<file path="config.mk">
export PLATFORM = sky130hd
export DESIGN_NAME = skinny_sbox8_layer_isw1_seq
export DESIGN_NICKNAME = d
export VERILOG_FILES = /design/src/rtl/skinny_sbox8_layer_isw1_seq.sv
export SDC_FILE = /design/constraint.sdc
export NUM_CORES = 1
export LEC_CHECK = 0
export CORE_AREA = 2 2 228 230
export DETAILED_ROUTE_END_ITERATION = 8
export DIE_AREA = 0 0 230 232
export HOLD_SLACK_MARGIN = 0.03
export PLACE_DENSITY_LB_ADDON = 0.08
export SKIP_CTS_REPAIR_TIMING = 1
export SYNTH_ARGS = -nofsm -noshare
export SYNTH_HDL_FRONTEND = slang
export SYNTH_SLANG_ARGS = --single-unit
</file>
<file path="constraint.sdc">
create_clock -name clk -period 2.9 [get_ports clk]
set_input_delay 0.87 -clock clk [delete_from_list [all_inputs] [get_ports clk]]
set_output_delay 0.87 -clock clk [all_outputs]
set_load 0.03 [all_outputs]
</file>
<file path="src/rtl/skinny_sbox8_layer_isw1_seq.sv">
// Byte-serial SKINNY sbox8 layer on a 2-share state, driving one external masked sbox8.
// Latency 16*SBOX_LAT cycles from start accept to done; start is ignored while busy.
module skinny_sbox8_layer_isw1_seq #(
    parameter int SBOX_LAT = 8
) (
    input  logic         clk,
    input  logic         rst,
    input  logic         start,
    input  logic [127:0] si0,
    input  logic [127:0] si1,
    input  logic [15:0]  rnd,
    output logic         rnd_req,
    output logic         busy,
    output logic         done,
    output logic [127:0] so0,
    output logic [127:0] so1,
    output logic [7:0]   sb_si0,
    output logic [7:0]   sb_si1,
    output logic [15:0]  sb_r,
    input  logic [7:0]   sb_bo0,
    input  logic [7:0]   sb_bo1
);

    localparam int CW = (SBOX_LAT > 1) ? $clog2(SBOX_LAT) : 1;
    localparam logic [CW-1:0] CNT_LAST = CW'(SBOX_LAT - 1);

    typedef enum logic {
        IDLE = 1'b0,
        RUN  = 1'b1
    } state_t;

    state_t            state_q, state_d;
    logic [3:0]        i_q;
    logic [3:0]        i_nx;
    logic [CW-1:0]     cnt_q;
    logic [15:0][7:0]  sh0_q;
    logic [15:0][7:0]  sh1_q;
    logic              accept;
    logic              capture;
    logic              last;

    assign i_nx = i_q + 4'd1;

    always_comb begin
        state_d = state_q;
        accept  = 1'b0;
        capture = 1'b0;
        last    = 1'b0;
        case (state_q)
            IDLE: begin
                if (start) begin
                    accept  = 1'b1;
                    state_d = RUN;
                end
            end
            RUN: begin
                if (cnt_q == CNT_LAST) begin
                    capture = 1'b1;
                    if (i_q == 4'd15) begin
                        last    = 1'b1;
                        state_d = IDLE;
                    end
                end
            end
            default: state_d = IDLE;
        endcase
    end

    // One fresh mask per byte: on accept and on every capture except the last.
    assign rnd_req = !rst && (accept || (capture && !last));
    assign busy    = (state_q == RUN);
    assign so0     = sh0_q;
    assign so1     = sh1_q;

    always_ff @(posedge clk) begin
        if (rst) begin
            state_q <= IDLE;
            i_q     <= 4'd0;
            cnt_q   <= '0;
            done    <= 1'b0;
            sb_si0  <= 8'd0;
            sb_si1  <= 8'd0;
            sb_r    <= 16'd0;
            sh0_q   <= '0;
            sh1_q   <= '0;
        end else begin
            state_q <= state_d;
            done    <= last;
            if (accept) begin
                sh0_q  <= si0;
                sh1_q  <= si1;
                sb_si0 <= si0[7:0];
                sb_si1 <= si1[7:0];
                sb_r   <= rnd;
                i_q    <= 4'd0;
                cnt_q  <= '0;
            end else if (state_q == RUN) begin
                if (capture) begin
                    // Byte i+1 is still the original input; only byte i is overwritten here.
                    sh0_q[i_q] <= sb_bo0;
                    sh1_q[i_q] <= sb_bo1;
                    cnt_q      <= '0;
                    if (!last) begin
                        i_q    <= i_nx;
                        sb_si0 <= sh0_q[i_nx];
                        sb_si1 <= sh1_q[i_nx];
                        sb_r   <= rnd;
                    end
                end else begin
                    cnt_q <= cnt_q + CW'(1);
                end
            end
        end
    end

endmodule

</file>
==> impl_metrics.toml, run 1 <==
[sta]
period_needed_ps = 2831
fin_skew_ps = 17.56
clock.fmax_mhz = 353.3
fin_crit_sh_pct = 97.61
rsz0062_at_grt = "false"
relSlewSlack_pct = 43.56
finalMaxSlewViolations = 0
setup_viol = 0
tightest_slew_ps = 844.5
hold_violations = 0

[global_route]
grt_pass1_wl_um = 115800
antenna_found_initial = 19
grtUsageTotal_pct = 29.47
grt_pass1_vias = 16280
grt_overflow_total = 0
grt_max_degree = 75

[synth]
avgSynthCellArea_sq_um = 8.304
synth_xor_area_share_pct = 0.3066
synth_top_family_by_area = "compound AO/OA/AOI/OAI gates"
yosysWarnings = 0
synth_top_area_cell = "dfxtp_1"
syn-num-nets = 2066
yosys-top-cells-area = "dfxtp_1, nand2_1, a311oi_1"
ys_seq_elements = 297
synthSimpleGateAreaFrac_pct = 19.53
ys_seq_area_share_pct = 40.48
synth_flop_cell = "dfxtp_1"
synth_area_sq_um = 14690
synth_edf_count = 0
synth_compound_gate_area_share_pct = 20.22
async_reset_ff_share_pct = 0
synth.top_cell.area_share_pct = 40.48
yosysUniqueCellTypes = 38
muxShareOfSynthArea_pct = 12.77
synth_adder_area_share_pct = 0.5111
syn_inst = 1769

[setup_path]
critPathTopFamily = "buffers and inverters"
critPathLaunch = "start"
endpoint_kind = "output pin"
critPathMaxStageDelay_ps = 490
worstPathArrival_ps = 1960
crit_path_top_delay_cell = "clkdlybuf4s50_1"
critPathKind = "in2out"
worst-path-buf-inv = 2
r2r-start = "i_q[0]"
startpoint_type = "primary input"
cp_max_fo = 2
critPathRequiredTime_ps = 2030
path_cells = "clkdlybuf4s50_1 > nor2b_4 > a31oi_4 > nor2_2 > buf_4"

[worst_hold_path]
min_from = "sb_r[8]"
hold_path_class = "reg2reg"

[power_and_ir_drop]
p_int_mw = 8.527
power_density_nw_per_um2 = 537.2
p_clk_share_pct = 39.3
peakVddDrop_uv = 318.9
combPwrFrac_pct = 22.4
p_seq_share_pct = 38.3
p_leak_nw = 8.342
switchingPower_mw = 3.760
swShare_pct = 30.60

[clock_tree]
clockBufferDepth = 3
clk_latency_ps = 550
clkTransAtPathRegs_ps = 60
cts_buffers = 38
clock-sinks = 297
cts_tree = "built"
htree_num_levels = 2
root_buffer = "clkbuf_16"

[finish]
fillerInstances = 5037
drive_gt1_share_pct = 9.905
post-route-util_pct = 44.95
nets = 2593
area_delta_synth_final_pct = 55.71
seq_area_sq_um = 5949
layout.cells.non_filler = 3008
layout_common_cells = "clkdlybuf4s50_1, nand2_1, dfxtp_1, a31oi_1, nor2_1"
multi_input_area_sq_um = 7913
mostFrequentLayoutCell = "clkdlybuf4s50_1"

[routing]
vias_per_cell = 5.521
vias = 16610
drc = 0
wl_per_cell_um = 27.29
drt_iter0_markers = 1474
ant_nets = 0
dr.pass1.iters = 6
wirelength_um = 82080

[floorplan]
die_w_um = 230
core_area_sq_um = 50890
die_y_um = 232
dieArea_sq_um = 53360
start_util_pct = 28.87
rows = 83
io_pins = 582

[place]
placedCellCount = 2927
portBuffers = 581
place_hpwl_um = 59560
routabilityCongestion = 0.8496

[status]
status = "completed"

[flow_run]
maxCapViolCount = 0
## power by group through the flow
stage / clock (mW) / combinational, mW / sequential (mW)
after floorplan: 0 / 0.723 / 5.28
after global placement: 0 / 2.73 / 4.80
after detailed placement: 0 / 2.75 / 4.79
after CTS: 4.91 / 2.76 / 4.71
after global routing: 5.07 / 2.89 / 4.74
final: 4.83 / 2.75 / 4.71
## logic make-up (layout without fill, tap and decap cells)
logic type	count (synthesis)	in the layout
other	0	6
adder cells (fa/ha/maj)	6	6
multiplexers	98	98
buffers and inverters	211	764
flip-flops	297	297
AND/OR/NAND/NOR	708	708
XOR/XNOR	3	3
AO/OA/AOI/OAI	446	446
## layout make-up
cell class / instances / area share [%]
Antenna cell: 6 / 0.06565
Clock buffer: 58 / 4.973
Clock inverter: 8 / 0.4376
Inverter: 4 / 0.08206
Multi-Input combinational cell: 1261 / 34.60
Sequential cell: 297 / 26.01
Tap cell: 680 / 3.720
Timing Repair Buffer: 694 / 30.11
## routing by layer
| layer | GRT usage (%) | share of wire (%) | vias to the layer above |
|---|---|---|---|
| li1 | - | - | 7488 |
| met1 | 36.72 | 40 | 8141 |
| met2 | 49.69 | 48 | 798 |
| met3 | 6.852 | 8.1 | 153 |
| met4 | 10.65 | 3.5 | 26 |
| met5 | 0 | 0.23 | - |
## worst min-delay path: stages, from the launching register on
cell	delay, ps
dfxtp_1	310
nand2_1	50
a21oi_1	50
## cell usage after synthesis (7+ instances only)
| library cell | instances |
|---|---|
| nand2_1 | 443 |
| dfxtp_1 | 297 |
| clkbuf_1 | 147 |
| a31oi_1 | 130 |
| nor2_1 | 129 |
| o21ai_0 | 122 |
| a311oi_1 | 121 |
| nand3_1 | 115 |
| mux4_2 | 39 |
| mux2i_1 | 34 |
| buf_2 | 30 |
| a21oi_1 | 27 |
| mux4_1 | 25 |
| buf_1 | 19 |
| a221oi_1 | 16 |
| o21bai_1 | 16 |
| buf_6 | 8 |
| a22oi_1 | 7 |
## metrics by stage
stage	hold slack, ps	power [mW]	setup WS (ps)	area [sq um]	TNS (ps)
after floorplan	443.7	5.999	105.3	14690	0
after global placement	438.6	7.530	-148.1	21490	-187.6
after detailed placement	443.9	7.543	-159.6	21490	-253.9
after CTS	452.0	12.38	-480.6	22720	-593.5
after global routing	466.2	12.70	12.55	22870	0
final	450.5	12.29	69.30	22870	0
## path summary, 6_finish.rpt
check              endpoint  slack (ps)  depth (start not counted)
setup / recovery    rnd_req          70                          5
hold / removal      sb_r[8]         450                          2
setup reg to reg  sb_si1[4]         410                          8
hold reg to reg     sb_r[8]         450                          2
## state kept, by name (all words and copies together), names as in the netlist
register,count
i_q,4
so0,128
sb_r,16
sb_si1,8
cnt_q,3
sb_si0,8
done,1
busy,1
so1,128
Power figures use the tool's default switching activity.
==> run 2: changes to the inputs <==
--- a/config.mk
+++ b/config.mk
@@ -5,6 +5,8 @@
 export SDC_FILE = /design/constraint.sdc
 export NUM_CORES = 1
 export LEC_CHECK = 0
+export CELL_PAD_IN_SITES_DETAIL_PLACEMENT = 1
+export CELL_PAD_IN_SITES_GLOBAL_PLACEMENT = 1
 export CORE_AREA = 2 2 228 230
 export DETAILED_ROUTE_END_ITERATION = 8
 export DIE_AREA = 0 0 230 232
==> run 2 against run 1 <==
Against the previous run:
- sequential power about the same
- hold slack got worse by 0.63 ps
- critical endpoint unchanged
- critical path type unchanged
- first-iteration DRC count decreased by 15%
- final cell count decreased by 0.47%
- routed wire length increased by 2.2%
- via count increased by 0.78%
- largest power group unchanged
- power decreased by 0.45%
- die area unchanged
- sequential cell count unchanged
- register-to-register slack got worse by 150 ps
==> impl_metrics.toml, run 2 (synthesized netlist as in run 1, its figures left out) <==
[status]
status = "completed"

[sta]
relSlewSlack_pct = 30.93
rsz0062_at_grt = "false"
finalMaxSlewViolations = 0
fin_crit_sh_pct = 96.85
setup_ws_ps = 91.49
tightest_slew_ps = 1031
clock.fmax_mhz = 356.1
period_needed_ps = 2809
fin_skew_ps = 19.12
hold_violations = 0
setup_viol = 0
timing.hold.ws_ps = 449.9

[routing]
wl_per_cell_um = 28.01
vias_per_cell = 5.590
ant_nets = 0
dr.pass1.iters = 5
wirelength_um = 83880
drc = 0
drt_iter0_markers = 1258
vias = 16740

[setup_path]
cp_max_fo = 2
critPathRequiredTime_ps = 2030
critPathKind = "in2out"
startpoint_type = "primary input"
endpoint_kind = "output pin"
worstPathArrival_ps = 1940

[floorplan]
die_w_um = 230
io_pins = 582
core_area_sq_um = 50890
die_y_um = 232
rows = 83
dieArea_sq_um = 53360
start_util_pct = 28.87

[finish]
drive_gt1_share_pct = 8.839
nets = 2575
layout_common_cells = "clkdlybuf4s50_1, nand2_1, dfxtp_1, a31oi_1, nor2_1"
layout.cells.non_filler = 2994
fillerInstances = 5900
mostFrequentLayoutCell = "clkdlybuf4s50_1"
area_delta_synth_final_pct = 54.24

[worst_hold_path]
hold_path_class = "reg2reg"

[place]
place_hpwl_um = 61970
dpl_worst_slack_ps = 88.79
placedCellCount = 2918
routabilityCongestion = 0.8628
portBuffers = 581

[clock_tree]
clockBufferDepth = 3
clock-sinks = 297
htree_num_levels = 2
clkTransAtPathRegs_ps = 50
cts_buffers = 38
root_buffer = "clkbuf_16"
clk_latency_ps = 560
cts_tree = "built"

[power_and_ir_drop]
power_density_nw_per_um2 = 539.9
peakVddDrop_uv = 344.6
totalPowerFinal_mw = 12.23
p_leak_nw = 8.226

[global_route]
grt_overflow_total = 0
grt_pass1_wl_um = 119700
antenna_found_initial = 15
grtUsageTotal_pct = 30.24
grt_max_degree = 77
grt_pass1_vias = 17220

[flow_run]
maxCapViolCount = 0
==> run 2: changes by cell type in the layout (fill, tap and decap cells not counted), sizes merged <==
| cell | before | now |
|---|---|---|
| clkinv | 5 | 3 |
| bufinv | 2 | 0 |
| inv | 5 | 3 |
| buf | 115 | 97 |
| clkbuf | 58 | 68 |
==> run 2: final timing paths <==
kind	cells after the start	startpoint	slack, ps	end
worst max-delay path	5	start	90	rnd_req
worst min-delay path	2	sb_r[4]	450	sb_r[4]
worst max register to register	7	i_q[1]	260	sb_si0[0]
worst min register to register	2	sb_r[4]	450	sb_r[4]
==> run 2: final cells by class <==
type	count	area [sq um]	share of cell area (%)
Antenna cell	6	15.01	0.06627
Clock buffer	68	1207	5.329
Clock inverter	2	10.01	0.04418
Inverter	4	18.77	0.08284
Multi-Input combinational cell	1261	7894	34.84
Sequential cell	297	5946	26.24
Tap cell	680	850.8	3.755
Timing Repair Buffer	676	6715	29.64
==> run 2: metrics by stage <==
stage	util [%]	cell area, sq um	setup TNS [ps]
global placement	42.07	21410	0
CTS	44.46	22620	-38.49
finish	44.52	22660	0
detailed placement	42.07	21410	0
global route	44.52	22650	0
floorplan	-	14690	0
==> run 2: metal layers <==
layer	share of wire [%]	GRT usage [%]	up-vias
li1	-	-	7446
met1	40	36.83	8357
met2	48	51.59	744
met3	7.4	7.269	172
met4	4.0	11.45	16
met5	0.12	0	-
==> run 2: critical path, cell delays in order <==
cell             delay, ps
clkdlybuf4s50_1        490
nor2b_1                220
a31oi_2                 70
nor2_1                 120
buf_4                  170
==> run 2: power breakdown <==
part | internal, mW | switching (mW) | total, mW
clock network | 2.80 | 1.95 | 4.75
registers | 4.40 | 0.320 | 4.72
logic | 1.24 | 1.52 | 2.76
total | 8.44 | 3.79 | 12.2
==> run 3: changes to the inputs <==
--- a/config.mk
+++ b/config.mk
@@ -11,7 +11,7 @@
 export DETAILED_ROUTE_END_ITERATION = 8
 export DIE_AREA = 0 0 230 232
 export HOLD_SLACK_MARGIN = 0.03
-export PLACE_DENSITY_LB_ADDON = 0.08
+export PLACE_DENSITY = 0.82
 export SKIP_CTS_REPAIR_TIMING = 1
 export SYNTH_ARGS = -nofsm -noshare
 export SYNTH_HDL_FRONTEND = slang
==> run 3 against run 2 <==
Against the previous run:
- register-to-register slack better by 130 ps
- clock skew down 5.9 ps
- cell area about the same
- critical path depth increased by 1
- combinational power about the same
- die area is the same
- count of clock-buffer cells in the layout decreased by 14
- sequential share of layout area hardly changed
- final cell count is the same
- hold slack gained 5.4 ps
- highest routed layer unchanged
==> impl_metrics.toml, run 3 (synthesized netlist as in run 1, its figures left out) <==
[status]
status = "completed"

[routing]
ant_nets = 0
dr.pass1.iters = 5
vias_per_cell = 5.825
wl_per_cell_um = 28.31
drt_iter0_markers = 1775
vias = 17440
drc = 0
wirelength_um = 84760

[sta]
hold_violations = 0
finalMaxSlewViolations = 0
timing.hold.ws_ps = 455.3
period_needed_ps = 2794
rsz0062_at_grt = "false"
setup_viol = 0
fin_crit_sh_pct = 96.34
tightest_slew_ps = 965.4
relSlewSlack_pct = 35.64
fin_skew_ps = 13.23
clock.fmax_mhz = 357.9

[finish]
layout_common_cells = "clkdlybuf4s50_1, nand2_1, dfxtp_1, a31oi_1, nor2_1"
final_cell_area_sq_um = 22640
mostFrequentLayoutCell = "clkdlybuf4s50_1"
area_delta_synth_final_pct = 54.11
nets = 2581
drive_gt1_share_pct = 9.315
fillerInstances = 5850

[worst_hold_path]
hold_path_class = "reg2reg"
min_from = "sb_r[0]"
hold_depth = 2
hold_end = "sb_r[0]"

[setup_path]
critPathKind = "reg2out"
critPathRequiredTime_ps = 2030
r2r-start = "i_q[2]"
rrSetupSlack_ps = 390
path_cells = "ha_4 > buf_4 > nand3_4 > a31oi_4 > nor2_1 > buf_4"
timing.rr.end = "sb_si1[4]"
r2r_cells = 5
critPathTopFamily = "flip-flops"
worstPathArrival_ps = 1920
worst-path-buf-inv = 2
crit_path_top_delay_cell = "dfxtp_2"
endpoint_kind = "output pin"
crit_top_cell = "buf_4"
startpoint_type = "flip-flop"
cp_max_fo = 9
critPathMaxStageDelay_ps = 390

[floorplan]
rows = 83
start_util_pct = 28.87
core_area_sq_um = 50890
io_pins = 582
die_y_um = 232
dieArea_sq_um = 53360
die_w_um = 230

[clock_tree]
htree_num_levels = 2
cts_tree = "built"
clk_latency_ps = 550
clkTransAtPathRegs_ps = 60
root_buffer = "clkbuf_16"
cts_buffers = 36
clockBufferDepth = 3
clock-sinks = 297

[global_route]
grt_max_degree = 76
grtUsageTotal_pct = 30.61
grt_pass1_wl_um = 122700
grt_pass1_vias = 18240
grt_overflow_total = 0
antenna_found_initial = 6

[place]
place_hpwl_um = 61790
portBuffers = 581
placed_cell_area_sq_um = 21440
routabilityCongestion = 0.8974

[power_and_ir_drop]
p_leak_nw = 8.218
power_density_nw_per_um2 = 533.7
peakVddDrop_uv = 341.6

[flow_run]
maxCapViolCount = 0
-- run 3: changes by cell type in the layout (fill, tap and decap cells not counted), moves of 3 or more --
cell	before	now
buf_4	81	91
clkbuf_1	19	11
clkbuf_16	41	37
clkinv_2	3	6
-- run 3: worst reg2reg max path, delay by kind of cell, from the launching register on --
kind	cells	cell delay (ps)
buffers and inverters	1	300
AO/OA/AOI/OAI	1	180
multiplexers	2	1050
XOR/XNOR	1	200
flip-flops	1	610
-- run 3: cell type report --
type	count	area [sq um]	share of cell area [%]
Antenna cell	6	15.01	0.06632
Clock inverter	8	92.59	0.4090
Multi-Input combinational cell	1261	7913	34.95
Tap cell	680	850.8	3.758
Timing Repair Buffer	684	6750	29.82
Sequential cell	297	5948	26.28
Clock buffer	54	1050	4.637
Inverter	4	18.77	0.08290
-- run 3: power breakdown --
group	leakage, nW	switching, mW	internal (mW)
logic	5.20	1.54	1.25
registers	2.46	0.340	4.40
clock network	0.560	1.88	2.67
total	8.22	3.77	8.32
-- run 3: stage by stage --
step | cells | setup WS (ps) | setup TNS [ps] | util [%] | total power, mW
global placement | 2926 | 50.15 | 0 | 42.13 | 7.494
floorplan | 1769 | 105.3 | 0 | - | 5.999
CTS | 2988 | -298.5 | -298.5 | 44.38 | 12.10
detailed placement | 2926 | 62.55 | 0 | 42.13 | 7.563
global route | 2992 | 19.28 | 0 | 44.48 | 12.43
finish | 2994 | 106.2 | 0 | 44.49 | 12.08
-- run 3: how the worst max path moves through the flow --
| stage | endpoint | slack [ps] | cells after the start | start |
|---|---|---|---|---|
| after floorplan | rnd_req | 110 | 5 | start |
| after global placement | rnd_req | 50 | 5 | start |
| after detailed placement | rnd_req | 60 | 5 | start |
| after CTS | rnd_req | -300 | 6 | i_q[1] |
| after global routing | rnd_req | 20 | 6 | i_q[1] |
| final | rnd_req | 110 | 6 | i_q[1] |
-- run 3: layer usage --
layer  global-route usage [%]  share of wire [%]
met5                        0              0.017
met2                    51.30                 48
met3                    6.631                9.1
met4                    14.84                4.9
met1                    37.25                 38
